### src/rtl/shifter_arbiter.sv
// Round-robin arbiter sharing one barrel_shifter32 among NUM_REQ requesters.
// Define SHIFTER_ARB_ARITH_EN to honour req_arith_i (sign fill on right shifts).

module barrel_shifter32 (
  input  logic [31:0] data_i,
  input  logic [4:0]  amt_i,
  input  logic        dir_i,
  output logic [31:0] data_o
);

  logic [31:0] stage;

  // Logarithmic shifter, logical shifts only; dir_i = 1 shifts right.
  always_comb begin
    stage = data_i;
    for (int b = 0; b < 5; b++) begin
      if (amt_i[b]) begin
        stage = dir_i ? (stage >> (1 << b)) : (stage << (1 << b));
      end
    end
    data_o = stage;
  end

endmodule

module shifter_arbiter #(
  parameter int unsigned NUM_REQ = 2,
  parameter int unsigned ID_W    = $clog2(NUM_REQ)
) (
  input  logic                  clk,
  input  logic                  rst_n,
  input  logic [NUM_REQ-1:0]    req_valid_i,
  output logic [NUM_REQ-1:0]    req_ready_o,
  input  logic [NUM_REQ*32-1:0] req_data_i,
  input  logic [NUM_REQ*5-1:0]  req_amt_i,
  input  logic [NUM_REQ-1:0]    req_dir_i,
  input  logic [NUM_REQ-1:0]    req_arith_i,
  output logic                  resp_valid_o,
  input  logic                  resp_ready_i,
  output logic [31:0]           resp_data_o,
  output logic [ID_W-1:0]       resp_id_o,
  output logic                  busy_o
);

  typedef enum logic [1:0] {StIdle, StShift, StResp} state_e;

  state_e          state_q, state_d;
  logic [ID_W-1:0] ptr_q, ptr_d;
  logic [ID_W-1:0] id_q, id_d;
  logic [31:0]     op_data_q, op_data_d;
  logic [4:0]      op_amt_q, op_amt_d;
  logic            op_dir_q, op_dir_d;
  logic [31:0]     resp_data_q, resp_data_d;

  logic            grant_vld;
  logic [ID_W-1:0] grant_idx;
  logic [ID_W:0]   cand_sum;
  logic [ID_W-1:0] cand;
  logic [31:0]     sel_data;
  logic [4:0]      sel_amt;
  logic            accept;
  logic [31:0]     shifter_out;
  logic [31:0]     shift_res;

  // First valid requester at or after ptr_q, wrapping at NUM_REQ.
  always_comb begin
    grant_vld = 1'b0;
    grant_idx = '0;
    cand_sum  = '0;
    cand      = '0;
    for (int unsigned k = 0; k < NUM_REQ; k++) begin
      cand_sum = {1'b0, ptr_q} + (ID_W + 1)'(k);
      if (cand_sum >= (ID_W + 1)'(NUM_REQ)) begin
        cand_sum = cand_sum - (ID_W + 1)'(NUM_REQ);
      end
      cand = cand_sum[ID_W-1:0];
      if (!grant_vld && req_valid_i[cand]) begin
        grant_vld = 1'b1;
        grant_idx = cand;
      end
    end
  end

  always_comb begin
    sel_data = '0;
    sel_amt  = '0;
    for (int unsigned k = 0; k < NUM_REQ; k++) begin
      if (grant_idx == ID_W'(k)) begin
        sel_data = req_data_i[32*k +: 32];
        sel_amt  = req_amt_i[5*k +: 5];
      end
    end
  end

  assign accept = (state_q == StIdle) && grant_vld && rst_n;

  // rst_n gating keeps req_ready_o low while reset is held with requests pending.
  always_comb begin
    req_ready_o = '0;
    if (accept) begin
      req_ready_o[grant_idx] = 1'b1;
    end
  end

  barrel_shifter32 u_shifter (
    .data_i (op_data_q),
    .amt_i  (op_amt_q),
    .dir_i  (op_dir_q),
    .data_o (shifter_out)
  );

`ifdef SHIFTER_ARB_ARITH_EN
  logic op_arith_q, op_arith_d;
  logic fill_en;

  always_comb begin
    op_arith_d = op_arith_q;
    if (accept) begin
      op_arith_d = req_arith_i[grant_idx];
    end
  end

  always_ff @(posedge clk or negedge rst_n) begin
    if (!rst_n) begin
      op_arith_q <= 1'b0;
    end else begin
      op_arith_q <= op_arith_d;
    end
  end

  // Left shifts never sign-fill, regardless of the arith flag.
  assign fill_en   = op_dir_q & op_arith_q & op_data_q[31];
  assign shift_res = shifter_out | (fill_en ? ~(32'hFFFF_FFFF >> op_amt_q) : 32'h0);
`else
  logic unused_arith;
  assign unused_arith = ^req_arith_i;
  assign shift_res    = shifter_out;
`endif

  always_comb begin
    state_d     = state_q;
    ptr_d       = ptr_q;
    id_d        = id_q;
    op_data_d   = op_data_q;
    op_amt_d    = op_amt_q;
    op_dir_d    = op_dir_q;
    resp_data_d = resp_data_q;
    unique case (state_q)
      StIdle: begin
        if (accept) begin
          op_data_d = sel_data;
          op_amt_d  = sel_amt;
          op_dir_d  = req_dir_i[grant_idx];
          id_d      = grant_idx;
          ptr_d     = (grant_idx == ID_W'(NUM_REQ - 1)) ? '0 : grant_idx + 1'b1;
          state_d   = StShift;
        end
      end
      StShift: begin
        resp_data_d = shift_res;
        state_d     = StResp;
      end
      StResp: begin
        if (resp_ready_i) begin
          state_d = StIdle;
        end
      end
      default: state_d = StIdle;
    endcase
  end

  always_ff @(posedge clk or negedge rst_n) begin
    if (!rst_n) begin
      state_q     <= StIdle;
      ptr_q       <= '0;
      id_q        <= '0;
      op_data_q   <= '0;
      op_amt_q    <= '0;
      op_dir_q    <= 1'b0;
      resp_data_q <= '0;
    end else begin
      state_q     <= state_d;
      ptr_q       <= ptr_d;
      id_q        <= id_d;
      op_data_q   <= op_data_d;
      op_amt_q    <= op_amt_d;
      op_dir_q    <= op_dir_d;
      resp_data_q <= resp_data_d;
    end
  end

  assign resp_valid_o = (state_q == StResp);
  assign resp_data_o  = resp_data_q;
  assign resp_id_o    = id_q;
  assign busy_o       = (state_q != StIdle);

endmodule

### config.mk
export PLATFORM = sky130hd
export DESIGN_NAME = shifter_arbiter
export DESIGN_NICKNAME = d
export VERILOG_FILES = /design/src/rtl/shifter_arbiter.sv
export SDC_FILE = /design/constraint.sdc
export NUM_CORES = 1
export LEC_CHECK = 0
export ABC_AREA = 1
export BUFFER_PORTS_ARGS = -buffer_cell sky130_fd_sc_hd__buf_2
export CAP_MARGIN = 0
export CELL_PAD_IN_SITES_DETAIL_PLACEMENT = 0
export CELL_PAD_IN_SITES_GLOBAL_PLACEMENT = 1
export CORE_ASPECT_RATIO = 1.4
export CORE_UTILIZATION = 41
export CTS_CLUSTER_SIZE = 14
export DETAILED_ROUTE_END_ITERATION = 16
export GPL_TIMING_DRIVEN = 0
export PLACE_DENSITY = 0.86
export SYNTH_ARGS = -nofsm -noshare
export SYNTH_HDL_FRONTEND = slang
export SYNTH_SLANG_ARGS = --single-unit
export TNS_END_PERCENT = 50
### constraint.sdc
create_clock -name clk -period 2.65 [get_ports clk]
set_clock_uncertainty 0.15 [all_clocks]
set_input_delay 0.1325 -clock clk [delete_from_list [all_inputs] [get_ports clk]]
set_output_delay 0.1325 -clock clk [all_outputs]
set_load 0.05 [all_outputs]
==> metrics.md, run 1 <==
| Metric | Value |
|---|---|
| Final non-filler cell total | 1387 |
| Slew margin rel. | 61.7% |
| Most frequent cells after synthesis | nand2_1 (528), nand3_1 (159), dfrtp_1 (74), a21oi_1 (40), nor2_1 (36) |
| Reg clk slew, reported paths | 60 ps |
| R2r endpoint | op_amt_q[2]$_DFFE_PN0P_ |
| FF+latch count, synth | 74 |
| PwrDens | 1380 nW/um2 |
| Reg2reg start | state_q[1]$_DFFE_PN0P_ |
| Asr flop ratio synth | 100% |
| GPL Wtd Cong | 0.982 |
| WS Path Type | register to register |
| Layout Nets | 1280 |
| Drt pass-1 iters | 7 |
| CTS sink cnt | 74 |
| Unique masters post-synth | 22 |
| Area grow syn2layout | 35.0% |
| Worst EP arrival | 2630 ps |
| Yosys Warn Count | 0 |
| Average size of a mapped cell | 6.04 um2 |
| Final Hold Fails | 0 |
| RSZ-0062 raised after global routing | true |
| GRT Max-Usage Layer | met2 |
| Main flop type after synthesis | dfrtp_1 |
| Final Critical Period | 2500 ps |
| Setup ws final | 152 ps |
| Hold Startpoint | req_valid_i[0] |
| Startpoint Class | register |
| Final ANT Viol Nets | 0 |
| Grt total ovfl | 0 |
| Global Route met3 Usage | 3.61% |
| Drt drc | 0 |
| CTS Buf Count | 9 |
| Placed cells | 1284 |
| Largest net degree at the start of global routing | 42 |
| PortBufs | 117 |
| Hold/Removal Path Class | primary input to register |
| Routed len/inst | 15.7 um |
| VDD IR-drop max | 0.568 mV |
| Seq/Total Area, Yosys | 31.2% |
| Initial antenna violation count | 0 |
| Post-synth top area share | 33.4% |
| H-Tree Depth | 3 |
| Die Area | 15000 um2 |
| Vias in the first global route | 6999 |
| Req. time, crit path | 2790 ps |
| GR Util met1 | 31.1% |
| Area leader, netlist | nand2_1 |
| FP Rows | 51 |
| Leakage | 4.29 nW |
| Starting Density | 42.2% |
| Actual slew at the worst max-slew pin | 575 ps |
| Final Max Slew Viols | 0 |
| Die Y | 144 um |
| R2R setup slack | 150 ps |
| Worst-path fanout max | 10 |
| Via count | 7040 |
| Layout cells sized above 1 | 19.8% |
| Top cells by area, synth | nand2_1 (33%), dfrtp_1 (31%), nand3_1 (13%) |
| Maxcap violations | 0 |
| R2r worst-path depth | 9 |
| Syn Std Cell Area | 5930 um2 |
| Mapped Nets | 1064 |
| Status | complete, no violations |
| DP HPWL | 16700 um |
| I/O pin cnt | 120 |
| Post-synth EDFFs | 0 |
| CTS tree | done |
| Max Buffers Root-to-Sink | 2 |
| Mapped Cells | 981 |
| Initial drt markers | 364 |
| Highest clock rate | 400 MHz |
| First-pass GRT wire length | 35200 um |
| Final period util | 94.3% |
| Tot GR Track Use | 30.1% |
| Vias/cell | 5.08 |
| End of the worst hold path | resp_id_o$_DFFE_PN0P_ |
| Top-count cell post-synth | nand2_1 |
| Core area | 14000 um2 |
| Die Wd | 104 um |
| Setup WS pre-CTS | -96.1 ps |
| Worst Hold Depth | 4 |
| Setup crit end kind | register |
| CTS Root Cell | clkbuf_16 |
| Final Setup Violations | 0 |
| Met2 Track Usage GR | 58.2% |
| Ant. Diodes | 0 |
| Final WL | 21700 um |
| Clk_lat worst skew | 350 ps |
critical path, cell delays in order, from the launching register on:
cell           delay [ps]
dfrtp_1               390
nor2_1                120
inv_1                  90
nor3_4                330
inv_4                 120
nor2_2                210
buf_2                 260
nand2_1                90
o211ai_1              100
dlygate4sd3_1         570
through the flow:
| step | TNS (ps) | hold slack (ps) | instance area, um2 | power (W) | util [%] |
|---|---|---|---|---|---|
| floorplan | 0 | -313 | 5930 | 0.00707 | - |
| global placement | -26170 | 178 | 6750 | 0.00910 | 48.1 |
| detailed placement | -96.1 | -48.1 | 6770 | 0.00912 | 48.2 |
| CTS | 0 | 14.7 | 7980 | 0.0109 | 56.9 |
| global route | -11.7 | 46.6 | 8010 | 0.0119 | 57.0 |
| finish | 0 | 30.4 | 8010 | 0.0110 | 57.0 |
state kept, by name, indices dropped and copies added (netlist names):
| name | flops |
|---|---|
| op_data_q | 32 |
| resp_data_o | 32 |
| op_amt_q | 5 |
| state_q | 2 |
| op_dir_q | 1 |
| ptr_q | 1 |
| resp_id_o | 1 |
where the power goes:
group / switching [W] / leakage, nW / internal [W] / total (W)
Sequential: 0.000427 / 0.911 / 0.00164 / 0.00206
Clock: 0.000530 / 0.160 / 0.000833 / 0.00136
Combinational: 0.00521 / 3.22 / 0.00239 / 0.00759
Total: 0.00616 / 4.29 / 0.00486 / 0.0110
layout make-up:
cell class	count	area (um2)
fill	1471	6030
multi-input combinational	819	3620
sequential	74	1850
timing repair buffer	206	1520
buffer	64	369
tap	185	231
clock buffer	9	225
clock inverter	7	100
inverter	23	88.8
worst max-delay path by stage:
stage	startpoint	to	cells after the start
3_3_place_gp	rst_n	req_ready_o[1]	7
4_1_cts	state_q[1]$_DFFE_PN0P_	op_data_q[15]$_DFFE_PN0P_	10
6_report	state_q[1]$_DFFE_PN0P_	op_amt_q[2]$_DFFE_PN0P_	9
2_1_floorplan	state_q[1]$_DFFE_PN0P_	op_data_q[23]$_DFFE_PN0P_	8
3_5_place_dp	rst_n	req_ready_o[1]	8
5_1_grt	state_q[1]$_DFFE_PN0P_	op_data_q[13]$_DFFE_PN0P_	9
cell usage in the layout, fill, tap and decap left out, types with 4 or more instances in the layout:
master         instances
inv_2                  5
buf_4                 13
nand4_1                5
buf_6                  8
a21oi_1               40
dfrtp_1               74
o211ai_1               7
o21ai_0                4
nand3_2               35
nand3_1              159
buf_12                 5
nor2_1                35
dlygate4sd3_1         80
inv_1                 15
buf_2                150
nand2_1              528
clkbuf_16              9
clkbuf_1              12
what timing repair did:
action                                  in CTS  in global routing
hold endpoints to repair                   114                  0
hold buffers                                84                  0
resized for setup                            2                  1
buffers inserted                             0                  4
endpoints found under the setup margin       1                 39
pin swaps                                    0                  1
kinds of logic after synthesis:
kind of cell           share of synthesized area [%]
AOI/OAI and AO/OA                               4.75
buffers and inverters                           7.81
DFF                                             31.2
and+or+nand+nor                                 56.2
metal layers:
metal  share of wire [%]  vias to the layer above
met3                 3.1                       66
met5                   0                        -
met1                  38                     3202
met4                 5.4                        0
met2                  53                      193
li1                    -                     3579
Power figures use the tool's default switching activity.
==> run 2, diff against run 1 <==
--- a/config.mk
+++ b/config.mk
@@ -15,8 +15,9 @@
 export CTS_CLUSTER_SIZE = 14
 export DETAILED_ROUTE_END_ITERATION = 16
 export GPL_TIMING_DRIVEN = 0
-export PLACE_DENSITY = 0.86
+export PLACE_DENSITY = 0.87
 export SYNTH_ARGS = -nofsm -noshare
 export SYNTH_HDL_FRONTEND = slang
+export SYNTH_HIERARCHICAL = 1
 export SYNTH_SLANG_ARGS = --single-unit
 export TNS_END_PERCENT = 50
==> metrics.md, run 2 <==
| Metric | Value |
|---|---|
| Slowest cell on crit path | dfrtp_1 |
| R2r worst-path depth | 14 (+5) |
| Average size of a mapped cell | 5.67 um2 (-6.3%) |
| Reg clk slew, reported paths | 70 ps (about the same) |
| Die Y | 148 um (+2.8%) |
| Actual slew at the worst max-slew pin | 521 ps (-53.7 ps) |
| RSZ-0062 raised after global routing | false |
| Final Hold Fails | 0 (unchanged) |
| Seq/Total Area, Yosys | 29.6% (-1.7 points) |
| Final WL | 22300 um (+2.5%) |
| Internal power | 0.00435 W (-10%) |
| Status | complete, no violations |
| FP Rows | 53 (+3.9%) |
| R2r endpoint | resp_data_o[0]$_DFFE_PN0N_ |
| Worst Hold Depth | 5 (+1) |
| Setup crit end kind | register |
| VDD IR-drop max | 0.512 mV (-9.8%) |
| Top-count cell post-synth | nand2_1 |
| Unique masters post-synth | 17 (-23%) |
| Clk_lat worst skew | 340 ps (about the same) |
| Placed cells | 1416 (+10%) |
| Asr flop ratio synth | 100% (unchanged) |
| DP HPWL | 17500 um (+4.4%) |
| Worst-path fanout max | 10 (unchanged) |
| Final non-filler cell total | 1510 (+8.9%) |
| Post-CTS resize count | 0 (-2) |
| GPL Wtd Cong | 0.938 (-4.4%) |
| Post-CTS Setup Bufs | 0 (unchanged) |
| Die Wd | 106 um (+2.7%) |
| CTS Buf Count | 9 (unchanged) |
| Mapped Cells | 1106 (+13%) |
| Fillers | 1645 (+12%) |
| NetSw | 0.00581 W (-5.7%) |
| Sw frac | 57.2% (+1.3 points) |
| PwrDens | 1240 nW/um2 (-10%) |
| Leakage | 4.77 nW (+11%) |
| Hold WS | 11.9 ps (-18.6 ps) |
| Drt pass-1 iters | 5 (-2) |
| Area of the multi-input gates | 3930 um2 (+8.8%) |
| Largest net degree at the start of global routing | 57 (+36%) |
| First-pass GRT wire length | 35300 um (+0.25%) |
| Startpoint Class | register |
| Tot GR Track Use | 28.5% (-1.6 points) |
| Initial antenna violation count | 0 (unchanged) |
| Final period util | 95.7% (+1.5 points) |
| Vias in the first global route | 7260 (+3.7%) |
| Req. time, crit path | 2740 ps (-50 ps) |
| WS Path Type | register to register |
| Worst setup path startpoint | op_dir_q$_DFFE_PN0P_ |
| Max Buffers Root-to-Sink | 2 (unchanged) |
| CP delay by family, top | simple AND/OR/NAND/NOR gates |
| Slew margin rel. | 65.2% (+3.6 points) |
| Mapped Nets | 1189 (+12%) |
| CTS Root Cell | clkbuf_16 |
| Yosys Warn Count | 6 (+6) |
| Logic pwr share | 67.9% (-1.0 points) |
| Post-synth EDFFs | 0 (unchanged) |
| Hold/Removal Path Class | primary input to register |
| Sequential Power Share | 19.6% (+0.9 points) |
| Final Max Slew Viols | 0 (unchanged) |
| Syn Std Cell Area | 6270 um2 (+5.7%) |
| Commonest non-fill, non-tap cell in the layout | nand2_1 |
| Routed len/inst | 14.8 um (-5.8%) |
| Layout Nets | 1396 (+9.1%) |
| Final Critical Period | 2540 ps (+39.5 ps) |
| Drt drc | 0 (unchanged) |
| Sum of negative setup slack | 0 ps (unchanged) |
| Crit-path max cell delay | 460 ps (-110 ps) |
| End of the worst hold path | op_data_q[24]$_DFFE_PN0P_ |
| Die Area | 15800 um2 (+5.6%) |
| Core area | 15000 um2 (+6.8%) |
| Grt total ovfl | 0 (unchanged) |
| Via count | 7759 (+10%) |
| Highest clock rate | 394 MHz (-1.6%) |
| Initial drt markers | 459 (+26%) |
| Starting Density | 41.8% (-0.43 points) |
| CP Cell Sequence | inv_2, buf_4, nand3_1, nand3_1, nand2_1, nand3_1, nand2_1, nand3_2, nand2_1, nand3_1, nand2_1, nand2_1, nand3_1, nand2_1 |
| Layout cells sized above 1 | 16.3% (-3.5 points) |
| FF+latch count, synth | 74 (unchanged) |
| Area leader, netlist | nand2_1 |
| Util after Layout | 54.9% (-2.1 points) |
| CP bufs+invs | 2 (-2) |
| CTS sink cnt | 74 (unchanged) |
| Top cells by area, synth | nand2_1 (41%), dfrtp_1 (30%), nand3_1 (18%) |
| CTS tree | done |
| I/O pin cnt | 120 (unchanged) |
| Hold Startpoint | req_data_i[56] |
| Vias/cell | 5.14 (+1.2%) |
| PortBufs | 117 (unchanged) |
| Final ANT Viol Nets | 0 (unchanged) |
| Commonest cells after routing, fill and taps aside | nand2_1 (688), nand3_1 (224), buf_2 (155) |
| Post-synth top area share | 41.2% (+7.8 points) |
| Final Setup Violations | 0 (unchanged) |
| Main flop type after synthesis | dfrtp_1 |
| Reg2reg start | op_dir_q$_DFFE_PN0P_ |
| Area grow syn2layout | 31.3% |
| H-Tree Depth | 3 (unchanged) |
| Worst EP arrival | 2620 ps (about the same) |
| Clock power share | 12.6% (+0.2 points) |
| Register Area | 1850 um2 (unchanged) |
| Most frequent cells after synthesis | nand2_1 (688), nand3_1 (224), dfrtp_1 (74), buf_2 (39), clkbuf_1 (18) |
| Maxcap violations | 0 (unchanged) |
| R2R setup slack | 110 ps (-40 ps) |
| Ant. Diodes | 0 (unchanged) |
| Most used cell, CP | nand2_1 |
-- run 2: power by group through the flow --
stage          clock network [W]  registers (W)  logic, W
6_report                 0.00128        0.00199   0.00689
5_1_grt                  0.00135        0.00204   0.00754
4_1_cts                  0.00130        0.00199   0.00679
3_5_place_dp                   0        0.00200   0.00660
3_3_place_gp                   0        0.00200   0.00657
2_1_floorplan                  0        0.00260   0.00410
-- run 2: worst max path at each step --
stage                                       end  cells past startpoint
floorplan           resp_data_o[20]$_DFFE_PN0N_                     14
global placement      op_data_q[25]$_DFFE_PN0P_                      8
detailed placement  resp_data_o[17]$_DFFE_PN0N_                     14
CTS                              req_ready_o[1]                      8
global route         resp_data_o[0]$_DFFE_PN0N_                     14
finish               resp_data_o[0]$_DFFE_PN0N_                     14
-- run 2: worst reg2reg max path, stage by stage (launching register included) --
cell     delay, ps
dfrtp_1        460
inv_2          140
buf_4          210
nand3_1         80
nand3_1        180
nand2_1        140
nand3_1        140
nand2_1        110
nand3_2        160
nand2_1        100
nand3_1        220
nand2_1        120
nand2_1         90
nand3_1         90
nand2_1         50
-- run 2: cells by family (layout without fill, tap and decap cells) --
kind of cell    Yosys count  after routing  share of synthesized area, %
buf+inv                  92            304                          7.67
simple gates            936            936                          62.3
flops                    74             74                          29.6
compound gates            4              4                         0.439
-- run 2: per-stage QoR --
stage / setup slack (ps) / cell area (um2) / power (W)
global route: 3.24 / 8230 / 0.0109
detailed placement: 243 / 7120 / 0.00860
CTS: 104 / 8200 / 0.0101
finish: 113 / 8230 / 0.0102
global placement: -321 / 7090 / 0.00856
floorplan: 854 / 6270 / 0.00669
-- run 2: metal layers --
metal	up-vias	share of wire [%]	GRT usage [%]
li1	3918	-	-
met1	3453	36	28.4
met2	296	52	53.9
met3	92	4.0	3.72
met4	0	7.6	19.9
met5	-	0	0
-- run 2: final cells by class --
| type | count | area share (%) |
|---|---|---|
| inverter | 18 | 0.821 |
| multi-input combinational | 940 | 47.8 |
| timing repair buffer | 196 | 17.2 |
| clock buffer | 9 | 2.74 |
| tap | 192 | 2.92 |
| buffer | 74 | 5.02 |
| sequential | 74 | 22.5 |
| clock inverter | 7 | 1.00 |
-- run 2: repair_timing --
action | 4_1_cts | 5_1_grt
hold endpoints to repair | 113 | 0
hold buffers | 77 | 0
endpoints found under the setup margin | 0 | 2
